===== src/rtl/id_decode_stage_if.sv =====
// ---------------------------------------------------------------------------
// id_decode_stage_if
//   Bundles the ID-stage bus. It carries three groups of signals:
//     - the IF->ID instruction handshake: if_valid, if_instr, if_pc, id_ready
//     - the sign-extender round trip: sext_in, sext_out
//     - the ID/EX register outputs and EX control: flush, ex_ready, ex_*,
//       stall_count
//   modport slave  : the decode stage itself
//   modport master : the surrounding pipeline (IF, sign extender, EX)
// ---------------------------------------------------------------------------
interface id_decode_stage_if #(
  parameter int DATA_W   = 32,
  parameter int STALL_CW = 16
);
  logic                if_valid;
  logic [DATA_W-1:0]   if_instr;
  logic [DATA_W-1:0]   if_pc;
  logic                id_ready;
  logic [15:0]         sext_in;
  logic [31:0]         sext_out;
  logic                flush;
  logic                ex_ready;
  logic                ex_valid;
  logic [DATA_W-1:0]   ex_pc;
  logic [5:0]          ex_opcode;
  logic [5:0]          ex_funct;
  logic [4:0]          ex_shamt;
  logic [4:0]          ex_rs;
  logic [4:0]          ex_rt;
  logic [4:0]          ex_dest;
  logic [DATA_W-1:0]   ex_imm;
  logic                ex_reg_write;
  logic                ex_is_load;
  logic [STALL_CW-1:0] stall_count;

  modport slave (
    input  if_valid, if_instr, if_pc, sext_out, flush, ex_ready,
    output id_ready, sext_in, ex_valid, ex_pc, ex_opcode, ex_funct, ex_shamt,
           ex_rs, ex_rt, ex_dest, ex_imm, ex_reg_write, ex_is_load, stall_count
  );

  modport master (
    output if_valid, if_instr, if_pc, sext_out, flush, ex_ready,
    input  id_ready, sext_in, ex_valid, ex_pc, ex_opcode, ex_funct, ex_shamt,
           ex_rs, ex_rt, ex_dest, ex_imm, ex_reg_write, ex_is_load, stall_count
  );
endinterface


===== src/rtl/id_decode_stage.sv =====
// ---------------------------------------------------------------------------
// id_decode_stage
//   ID stage of a 5-stage pipeline. It takes one instruction per cycle from IF
//   over a valid/ready handshake and splits the word into its fields. It sends
//   imm16 out to an external sign extender and registers the decoded fields
//   into the ID/EX register. On a load-use hazard it inserts exactly one
//   bubble. It also honours EX back-pressure and flush.
//
//   Ports:
//     clk  : single clock, rising edge
//     rst  : synchronous, active-high reset
//     bus  : id_decode_stage_if.slave
//            - IF handshake    : if_valid, if_instr, if_pc, id_ready
//            - sign extender   : sext_in (imm16 out), sext_out (32b back)
//            - EX side         : flush, ex_ready, ex_* register outputs
//            - statistics      : stall_count (saturating bubble count)
//
//   Optional feature macro: ZERO_EXT_LOGICAL_EN
//     When it is defined, ANDI/ORI/XORI (opcodes 0x0C/0x0D/0x0E) zero-extend
//     imm16. Every other opcode uses sext_out.
// ---------------------------------------------------------------------------
module id_decode_stage #(
  parameter int         DATA_W    = 32,
  parameter logic [5:0] LW_OPCODE = 6'h23,
  parameter int         STALL_CW  = 16
) (
  input  logic           clk,
  input  logic           rst,
  id_decode_stage_if.slave bus
);

  typedef struct packed {
    logic [DATA_W-1:0] pc;
    logic [5:0]        opcode;
    logic [5:0]        funct;
    logic [4:0]        shamt;
    logic [4:0]        rs;
    logic [4:0]        rt;
    logic [4:0]        dest;
    logic [DATA_W-1:0] imm;
    logic              reg_write;
    logic              is_load;
  } idex_t;

  idex_t               dec;
  idex_t               idex_d, idex_q;
  logic                ex_valid_d, ex_valid_q;
  logic [STALL_CW-1:0] stall_count_d, stall_count_q;

  logic hazard, advance, id_ready, accept;
  logic rw_opcode;

  assign bus.sext_in = bus.if_instr[15:0];

  // Field split and per-opcode control for the instruction currently offered.
  always_comb begin
    // NOTE: every variable gets a default first so no path leaves it unassigned (no latches).
    dec        = '0;
    rw_opcode  = 1'b0;
    dec.pc     = bus.if_pc;
    dec.opcode = bus.if_instr[31:26];
    dec.rs     = bus.if_instr[25:21];
    dec.rt     = bus.if_instr[20:16];
    dec.shamt  = bus.if_instr[10:6];
    dec.funct  = bus.if_instr[5:0];
    dec.dest   = (dec.opcode == 6'h00) ? bus.if_instr[15:11] : bus.if_instr[20:16];
    dec.is_load = (dec.opcode == LW_OPCODE);

    case (dec.opcode)
      6'h00, 6'h23, 6'h08, 6'h09, 6'h0A,
      6'h0C, 6'h0D, 6'h0E, 6'h0F: rw_opcode = 1'b1;
      default:                    rw_opcode = 1'b0;
    endcase
    // Register $0 is hard-wired, so a write to it is never requested.
    dec.reg_write = rw_opcode && (dec.dest != 5'd0);

`ifdef ZERO_EXT_LOGICAL_EN
    if (dec.opcode == 6'h0C || dec.opcode == 6'h0D || dec.opcode == 6'h0E)
      dec.imm = DATA_W'({16'b0, bus.if_instr[15:0]});
    else
      dec.imm = DATA_W'($signed(bus.sext_out));
`else
    dec.imm = DATA_W'($signed(bus.sext_out));
`endif
  end

  // The load in ID/EX writes a register that the offered instruction reads.
  assign hazard = bus.if_valid && ex_valid_q && idex_q.is_load && (idex_q.rt != 5'd0) &&
                  ((idex_q.rt == bus.if_instr[25:21]) || (idex_q.rt == bus.if_instr[20:16]));
  // The ID/EX register may change this cycle: it is empty, or EX is draining it.
  assign advance  = !ex_valid_q || bus.ex_ready;
  assign id_ready = !hazard && advance;
  assign accept   = bus.if_valid && id_ready;

  always_comb begin
    idex_d        = idex_q;
    ex_valid_d    = ex_valid_q;
    stall_count_d = stall_count_q;

    if (bus.flush) begin
      // The payload may keep stale bits; only the valid flag matters.
      ex_valid_d = 1'b0;
    end else if (!advance) begin
      ex_valid_d = ex_valid_q;
    end else if (accept) begin
      idex_d     = dec;
      ex_valid_d = 1'b1;
    end else begin
      // Bubble: this covers an idle IF as well as the load-use stall cycle.
      ex_valid_d = 1'b0;
    end

    // hazard implies ex_valid_q, so ex_ready alone means the bubble really goes in.
    if (hazard && bus.ex_ready && !bus.flush && (stall_count_q != '1))
      stall_count_d = stall_count_q + STALL_CW'(1);
  end

  always_ff @(posedge clk) begin
    if (rst) begin
      // NOTE: the payload is reset as well as the valid flag, because every ex_* output must read 0 after reset.
      idex_q        <= '0;
      ex_valid_q    <= 1'b0;
      stall_count_q <= '0;
    end else begin
      // NOTE: non-blocking assignments give every flop its pre-edge value, whatever the statement order.
      idex_q        <= idex_d;
      ex_valid_q    <= ex_valid_d;
      stall_count_q <= stall_count_d;
    end
  end

  assign bus.id_ready     = id_ready;
  assign bus.ex_valid     = ex_valid_q;
  assign bus.ex_pc        = idex_q.pc;
  assign bus.ex_opcode    = idex_q.opcode;
  assign bus.ex_funct     = idex_q.funct;
  assign bus.ex_shamt     = idex_q.shamt;
  assign bus.ex_rs        = idex_q.rs;
  assign bus.ex_rt        = idex_q.rt;
  assign bus.ex_dest      = idex_q.dest;
  assign bus.ex_imm       = idex_q.imm;
  assign bus.ex_reg_write = idex_q.reg_write;
  assign bus.ex_is_load   = idex_q.is_load;
  assign bus.stall_count  = stall_count_q;

endmodule

===== src/flat_wrapper.sv =====
// flat-port wrapper written by rule: the top's interface ports become plain ports
module id_decode_stage_flat 
#(
  parameter int         DATA_W    = 32,
  parameter logic [5:0] LW_OPCODE = 6'h23,
  parameter int         STALL_CW  = 16
)
  (clk, rst, bus_if_valid, bus_if_instr, bus_if_pc, bus_sext_out, bus_flush, bus_ex_ready, bus_id_ready, bus_sext_in, bus_ex_valid, bus_ex_pc, bus_ex_opcode, bus_ex_funct, bus_ex_shamt, bus_ex_rs, bus_ex_rt, bus_ex_dest, bus_ex_imm, bus_ex_reg_write, bus_ex_is_load, bus_stall_count);
  id_decode_stage_if #(.DATA_W(DATA_W), .STALL_CW(STALL_CW)) bus_i ();
  input  logic clk;
  input  logic rst;
  input wire logic [$bits(bus_i.if_valid)-1:0] bus_if_valid;
  input wire logic [$bits(bus_i.if_instr)-1:0] bus_if_instr;
  input wire logic [$bits(bus_i.if_pc)-1:0] bus_if_pc;
  input wire logic [$bits(bus_i.sext_out)-1:0] bus_sext_out;
  input wire logic [$bits(bus_i.flush)-1:0] bus_flush;
  input wire logic [$bits(bus_i.ex_ready)-1:0] bus_ex_ready;
  output wire logic [$bits(bus_i.id_ready)-1:0] bus_id_ready;
  output wire logic [$bits(bus_i.sext_in)-1:0] bus_sext_in;
  output wire logic [$bits(bus_i.ex_valid)-1:0] bus_ex_valid;
  output wire logic [$bits(bus_i.ex_pc)-1:0] bus_ex_pc;
  output wire logic [$bits(bus_i.ex_opcode)-1:0] bus_ex_opcode;
  output wire logic [$bits(bus_i.ex_funct)-1:0] bus_ex_funct;
  output wire logic [$bits(bus_i.ex_shamt)-1:0] bus_ex_shamt;
  output wire logic [$bits(bus_i.ex_rs)-1:0] bus_ex_rs;
  output wire logic [$bits(bus_i.ex_rt)-1:0] bus_ex_rt;
  output wire logic [$bits(bus_i.ex_dest)-1:0] bus_ex_dest;
  output wire logic [$bits(bus_i.ex_imm)-1:0] bus_ex_imm;
  output wire logic [$bits(bus_i.ex_reg_write)-1:0] bus_ex_reg_write;
  output wire logic [$bits(bus_i.ex_is_load)-1:0] bus_ex_is_load;
  output wire logic [$bits(bus_i.stall_count)-1:0] bus_stall_count;
  assign bus_i.if_valid = bus_if_valid;
  assign bus_i.if_instr = bus_if_instr;
  assign bus_i.if_pc = bus_if_pc;
  assign bus_i.sext_out = bus_sext_out;
  assign bus_i.flush = bus_flush;
  assign bus_i.ex_ready = bus_ex_ready;
  assign bus_id_ready = bus_i.id_ready;
  assign bus_sext_in = bus_i.sext_in;
  assign bus_ex_valid = bus_i.ex_valid;
  assign bus_ex_pc = bus_i.ex_pc;
  assign bus_ex_opcode = bus_i.ex_opcode;
  assign bus_ex_funct = bus_i.ex_funct;
  assign bus_ex_shamt = bus_i.ex_shamt;
  assign bus_ex_rs = bus_i.ex_rs;
  assign bus_ex_rt = bus_i.ex_rt;
  assign bus_ex_dest = bus_i.ex_dest;
  assign bus_ex_imm = bus_i.ex_imm;
  assign bus_ex_reg_write = bus_i.ex_reg_write;
  assign bus_ex_is_load = bus_i.ex_is_load;
  assign bus_stall_count = bus_i.stall_count;
  id_decode_stage #(.DATA_W(DATA_W), .LW_OPCODE(LW_OPCODE), .STALL_CW(STALL_CW)) u_core (.clk(clk), .rst(rst), .bus(bus_i));
endmodule

===== config.mk =====
export PLATFORM = sky130hd
export DESIGN_NAME = id_decode_stage_flat
export DESIGN_NICKNAME = d
export VERILOG_FILES = /design/src/rtl/id_decode_stage_if.sv /design/src/rtl/id_decode_stage.sv /design/src/flat_wrapper.sv
export SDC_FILE = /design/constraint.sdc
export NUM_CORES = 1
export LEC_CHECK = 0
export ABC_AREA = 1
export CAP_MARGIN = 20
export CORE_UTILIZATION = 31
export DETAILED_ROUTE_END_ITERATION = 8
export PLACE_DENSITY = 0.65
export SYNTH_ARGS = -nofsm -noshare
export SYNTH_HDL_FRONTEND = slang
export SYNTH_SLANG_ARGS = --single-unit

===== constraint.sdc =====
create_clock -name clk -period 2.45 [get_ports clk]
set_input_delay 0.735 -clock clk [delete_from_list [all_inputs] [get_ports clk]]
set_output_delay 0.735 -clock clk [all_outputs]
set_load 0.05 [all_outputs]

* Word level (Yosys, flattened, before mapping)
Cells that the tools add are included.
Operators by class: $add $sub $neg 1, div/mod/pow operators 0, $lt $le $gt $ge 0, reductions and logical operators 21, $mul 0, bitwise operators 1, shifts and indexed selects 0, equal/unequal tests 11, multiplexer cells 3
Operator list (count):
- $eq 6x4->1 const B | 7
- $add 16x1->16 const B | 1
- $ne 16x16->1 const B | 1
- $eq 5x5->1 | 2
- $logic_and 1x1->1 | 10
- $reduce_bool 5->1 | 2
- $reduce_or 9->1 | 1
- $eq 6x6->1 const B | 1
- $logic_not 6->1 | 1
- $mux 5 | 1
- $logic_not 1->1 | 3
- $reduce_and 3->1 | 1
- $logic_or 1x1->1 | 2
- $mux 1 | 2
- $reduce_or 2->1 | 1
- $not 1->1 | 1
Storage, ports and cells: RAM bits 0, bits of input ports 101, memories kept 0, bits in latches 0, register bits 115, memory bits (read-only) 0, logic and storage cells 49

* Logic depth before layout (Yosys ltp)
Gate-level depths: netlist of run 1.
depth in word-level cells 8, mapped depth 13, mapped depth without buffers 11

* Worst setup path before layout of run 1
Ideal clock, no wire load.
path kind in2out, start input bus_if_instr[18], end output bus_id_ready, slack -0.147 ns, path buffers 0, cell stages on the path 9, data arrival time 1.862 ns, required time 1.715 ns, path through inv_1 nand2_1 nand2_1 nor2_1 nand3_1 nand2_1 nand2_2 inv_1 nor2_1
Between the ends: longest elaborated chain between the ends 5
Ends and longest elaborated chain:
- start: declaration | RTL line flat_wrapper.sv:13 | input wire logic [$bits(bus_i.if_instr)-1:0] bus_if_instr;
- $eq 5x5->1 | RTL line id_decode_stage.sv:89 | ((idex_q.rt == bus.if_instr[25:21]) || (idex_q.rt == bus.if_instr[20:16]));
- $logic_or 1x1->1 | RTL line id_decode_stage.sv:89
- $logic_and 1x1->1 | RTL line id_decode_stage.sv:88 | assign hazard = bus.if_valid && ex_valid_q && idex_q.is_load && (idex_q.rt != 5'd0) &&
- $logic_not 1->1 | RTL line id_decode_stage.sv:92 | assign id_ready = !hazard && advance;
- $logic_and 1x1->1 | RTL line id_decode_stage.sv:92
- end: declaration | RTL line flat_wrapper.sv:18 | output wire logic [$bits(bus_i.id_ready)-1:0] bus_id_ready;
No other way between the ends.

* Worst setup path in the final report of run 1
start input bus_if_instr[20], end output bus_id_ready
The elaborated chain is that of the path after synthesis.

==> results of run 1 <==
[placed cells by master, fill, tap and decap left out, types with 2 or more instances in the layout]
cell	n
nand4_1	5
nor2_1	212
inv_1	125
buf_12	27
dfxtp_1	113
clkbuf_2	7
clkinvlp_4	2
a21oi_1	19
bufinv_16	3
o21bai_1	4
nand3_1	13
dlymetal6s2s_1	6
clkbuf_16	17
clkinv_2	7
xor2_1	6
inv_2	5
dlygate4sd2_1	5
xnor2_1	5
buf_4	33
clkbuf_8	2
nor2_2	6
nor3_1	5
clkdlybuf4s50_1	194
o21ai_0	3
nand2_1	264
[metal layers]
layer	global-route usage	vias to the layer above	wire length, um
li1	-	2939	-
met3	0.0400	13	833
met1	0.211	2308	6860
met2	0.287	162	7060
met5	0	-	0
met4	0.0720	0	265
[cell type report]
type                       count  area, um2  share of cell area
clock buffer                  20        457              0.0517
multi-input combinational    551       2270               0.257
sequential                   115       2310               0.261
timing repair buffer         274       2900               0.328
inverter                     131        493              0.0558
clock inverter                11        135              0.0153
tap                          220        275              0.0312
[cells by family (layout without fill, tap and decap cells)]
group | Yosys count | in the layout | share of synthesized area
adders and majority gates | 1 | 1 | 0.00234
buffers and inverters | 183 | 436 | 0.149
DFF | 115 | 115 | 0.430
xor gates and xnor gates | 11 | 11 | 0.0180
and+or+nand+nor | 511 | 511 | 0.371
AOI/OAI and AO/OA | 28 | 28 | 0.0290
[timing repair]
item | in CTS | in global routing
cloned | 0 | 0
resized for setup | 25 | 24
endpoints found under the setup margin | 4 | 9
buffers inserted | 10 | 0
pin swaps | 9 | 8
[synthesized netlist by cell type]
master      n
clkbuf_1    9
xnor2_1     5
nand3_1    13
dfxtp_1   115
xor2_1      6
inv_2       4
ha_1        1
nor2b_1     1
o21a_1      1
a21oi_1    19
nand4_4     1
o21ai_0     3
nand3b_1    1
nor3_1      5
nand2_2     1
inv_1     127
nor3b_1     1
nor2_2      1
o21bai_1    4
nor2_1    218
buf_4      25
nand2_1   264
buf_1       3
nand4_1     5
buf_2      15
o211ai_1    1
[sequential cells by signal, summed over array words and instances, names as in the netlist]
register / flops
u_core.bus.ex_dest: 5
u_core.bus.ex_funct: 6
u_core.bus.ex_imm: 32
u_core.bus.ex_is_load: 1
u_core.bus.ex_opcode: 6
u_core.bus.ex_pc: 32
u_core.bus.ex_reg_write: 1
u_core.bus.ex_rs: 5
u_core.bus.ex_rt: 5
u_core.bus.ex_shamt: 5
u_core.bus.ex_valid: 1
u_core.bus.stall_count: 16
[worst max-delay path by stage]
stage                               start                   to  slack, ps
3_5_place_dp             bus_if_instr[21]         bus_id_ready       -330
3_3_place_gp             bus_if_instr[21]         bus_id_ready       -350
2_1_floorplan            bus_if_instr[18]         bus_id_ready         80
4_1_cts        u_core.bus.stall_count[14]  bus_stall_count[14]        0.5
6_report                 bus_if_instr[20]         bus_id_ready         50
5_1_grt               u_core.bus.ex_rt[1]         bus_id_ready        -10
[critical path, stage by stage]
cell and delay [ps]:
dlygate4sd2_1 260, xnor2_1 130, nand3_1 90, nand2_1 70, nand2_2 70, inv_2 50
nor2_4 120, buf_12 140
[stage by stage]
step | hold slack [ps] | power, mW | setup TNS [ps]
after floorplan | 707 | 2.87 | 0
after global placement | 493 | 3.43 | -16050
after detailed placement | 498 | 3.43 | -15270
after CTS | 508 | 5.96 | 0
after global routing | 533 | 6.14 | -14.9
final | 506 | 5.87 | 0
[where the power goes]
part	leakage, nW	total, mW	switching, mW	internal [mW]
clock network	0.291	2.48	0.844	1.63
logic	3.10	1.35	0.804	0.543
registers	0.947	2.05	0.0605	1.99
==> results.cfg, run 1 <==
[detailed_routing]
dr_total_vias = 5422
drcViolationCount = 0
dr.pass1.iters = 4
wl_per_cell_um = 11.4
via_per_inst = 4.10
drt-initial-drc-count = 166
wl_mm = 15.0
final_antenna_net_count = 0

[global_route]
grt.total_usage = 0.172
grt_first_pass_wirelength_mm = 24.4
grt_max_degree = 66
gr-total-overflow = 0
grt_antenna_before_repair = 0
grt_pass1_vias = 5074

[synth]
synth_top_area_frac = 0.430
synth.largest_area_cell = dfxtp_1
syn_area_per_cell_um2 = 6.30
synth_warnings = 0
ys_ff_latch = 115
synthesis.area_um2 = 5350
netlist_instances = 849
syn_nets = 951
synth_cell_types = 26
ys_top_cells_by_area = dfxtp_1 43%, nand2_1 19%, nor2_1 15%
yosysSeqAreaShare = 0.430

[clocking]
cts_root_buffer = clkbuf_16
numCtsBuffers = 17
cts_buffer_depth = 2
cts_tree = built
worst_skew_pair.late_latency_ps = 400
h-tree-depth = 4
cts_sinks = 115
hold_buffers = 0
cts.clk_slew.worst_paths_ps = 50

[floorplan]
die_h_um = 133
die-area_um2 = 17800
dieWidth_um = 133
num_rows = 47
start_util = 0.320
core-area_um2 = 16700
io_pins = 233

[cells_and_area]
fin_nets = 1192
final_core_util = 0.529
n_antenna_cell = 0
drive_gt1_frac = 0.104
fill_cells = 1671
final_cell_area_um2 = 8840
synthToLayoutAreaGrowth_pct = 65.1
instances_no_fill = 1322

[placement]
io_buffers = 232
dp.cells = 1281
gp_congestion = 0.773
dp_hpwl_mm = 10.8
dpl_cell_area_um2 = 8180
pre_cts_ws_ps = -333

[worst_setup_path]
worstSetupStartpointType = input port
end_kind = output port
crit_required_ps = 1710
critical_path_class = in -> out
rr_worst_depth = 14
rr_startpoint = u_core.bus.ex_rt[1]
crit_fanout = 2
cp.arrival_ps = 1660
r2r_end = u_core.bus.ex_pc[27]
reg2reg_setup_slack_ps = 620

[sta]
setup_violations = 0
slew_viol_final = 0
fin_crit_ps = 2400
finalCritPeriodShare = 0.978
worstMarginPinSlew_ps = 564
finalHoldViolations = 0
finClkSkew_ps = 11.4
slew_headroom = 0.623
clock.fmax_ghz = 0.417
finalWorstSetupSlack_ps = 54.7

[min_path]
worstHoldStart = u_core.bus.stall_count[13]
whs_path_depth = 2
worstHoldEndpoint = u_core.bus.stall_count[13]
hold_path_class = reg -> reg

[pwr]
ir_drop_v = 0.000445
power_leakage_nw = 4.34
power_density_nw_per_um2 = 665

[status]
status = finished, final reports clean

[run]
cap_viol_max_count = 0
No activity file was read; power rests on OpenSTA's default activity.
==> inputs of run 2 (changes only) <==
- clock period: 2.45 -> 2.25 ns (I/O delays scaled with it)
==> results.cfg, run 2 (synthesis gave the netlist of run 1 again) <==
[status]
status = finished, final reports clean

[worst_setup_path]
cp.arrival_ps = 1570
worstSetupStartpointType = input port
crit_fanout = 3
end_kind = output port
crit_required_ps = 1570
critical_path_class = in -> out

[clocking]
cts.clk_slew.worst_paths_ps = 50
numCtsBuffers = 17
cts_root_buffer = clkbuf_16
cts_sinks = 115
cts_buffer_depth = 2
cts_tree = built
h-tree-depth = 4
worst_skew_pair.late_latency_ps = 410

[detailed_routing]
via_per_inst = 4.06
drcViolationCount = 0
wl_per_cell_um = 11.3
dr_total_vias = 5331
dr.pass1.iters = 5
final_antenna_net_count = 0
wl_mm = 14.8
drt-initial-drc-count = 196

[global_route]
grt_first_pass_wirelength_mm = 23.9
grt_pass1_vias = 4799
grt_max_degree = 66
grt.total_usage = 0.169
grt_antenna_before_repair = 0
gr-total-overflow = 0
gr-usage-met1 = 0.216
busiest_layer = met2
met2_usage = 0.271
use_met3 = 0.0514

[sta]
setup_tns_ps = 0
finalCritPeriodShare = 0.997
whs_ps = 502
finalHoldViolations = 0
slew_viol_final = 0
rsz0062_at_grt = yes
setup_violations = 0
slew_headroom = 0.635
fin_crit_ps = 2240
finClkSkew_ps = 10.2
clock.fmax_ghz = 0.446
worstMarginPinSlew_ps = 547

[cells_and_area]
final_common_cell = nand2_1
fin_nets = 1184
final_core_util = 0.529
n_antenna_cell = 0
mostFrequentLayoutCells = 263 x nand2_1, 213 x nor2_1, 122 x inv_1, 110 x dfxtp_1, 97 x clkdlybuf4s50_1
drive_gt1_frac = 0.125
synthToLayoutAreaGrowth_pct = 65.1
fill_cells = 1668

[floorplan]
io_pins = 233
die_h_um = 133
die-area_um2 = 17800
num_rows = 47
dieWidth_um = 133
core-area_um2 = 16700
start_util = 0.320

[min_path]
hold_path_class = reg -> reg

[placement]
gp_congestion = 0.786
io_buffers = 232
dp_hpwl_mm = 10.3

[run]
cap_viol_max_count = 0

[pwr]
fin_total_pwr_mw = 6.57
ir_drop_v = 0.000507
power_leakage_nw = 5.21
power_density_nw_per_um2 = 744
run 2: worst max-delay path: stages:
cell and delay (ps):
buf_4 120, nand2_2 60, inv_2 40, nor2_4 90, nor2_2 40, nand3_1 60
nand2_1 60, nand2_2 80, inv_2 50, nor2_4 140, buf_12 150
run 2: final cells by class:
type                            instances  area (um2)  share of cell area
Clock inverter                         10         180              0.0204
Timing Repair Buffer                  266        2830               0.320
Tap cell                              220         275              0.0311
Multi-Input combinational cell        551        2280               0.258
Inverter                              131         495              0.0561
Clock buffer                           21         460              0.0521
Sequential cell                       115        2320               0.262
run 2: power breakdown:
group	total (mW)	internal [mW]	switching (mW)
clock	2.94	2.01	0.931
sequential	2.23	2.16	0.0623
combinational	1.41	0.539	0.867
run 2: metal layers:
layer	wire, um	part of all wire
met1	6860	0.46
met5	0	0
met4	172	0.012
met3	976	0.066
met2	6810	0.46
run 2: repair_timing:
action | in CTS | in global routing
gates resized for setup | 45 | 90
pin swaps | 5 | 11
setup endpoints to repair | 29 | 56
cloned | 0 | 0
buffers inserted | 1 | 3
hold buffers | 0 | 0
run 2: final timing paths:
check                           slack [ps]  depth (start not counted)                    endpoint                      start
worst max-delay path                     6                         11                bus_id_ready           bus_if_instr[16]
worst min-delay path                   500                          2   u_core.bus.stall_count[3]  u_core.bus.stall_count[3]
worst max register to register         400                          8  u_core.bus.stall_count[11]  u_core.bus.stall_count[0]
worst min register to register         500                          2   u_core.bus.stall_count[3]  u_core.bus.stall_count[3]
run 2: stage by stage:
| step | std cells | worst slack (ps) | area, um2 |
|---|---|---|---|
| after detailed placement | 1279 | -408 | 8060 |
| after floorplan | 849 | 4.27 | 5360 |
| after CTS | 1311 | -89.4 | 8670 |
| after global routing | 1314 | -116 | 8840 |
| after global placement | 1279 | -393 | 8060 |
| final | 1314 | 5.74 | 8840 |
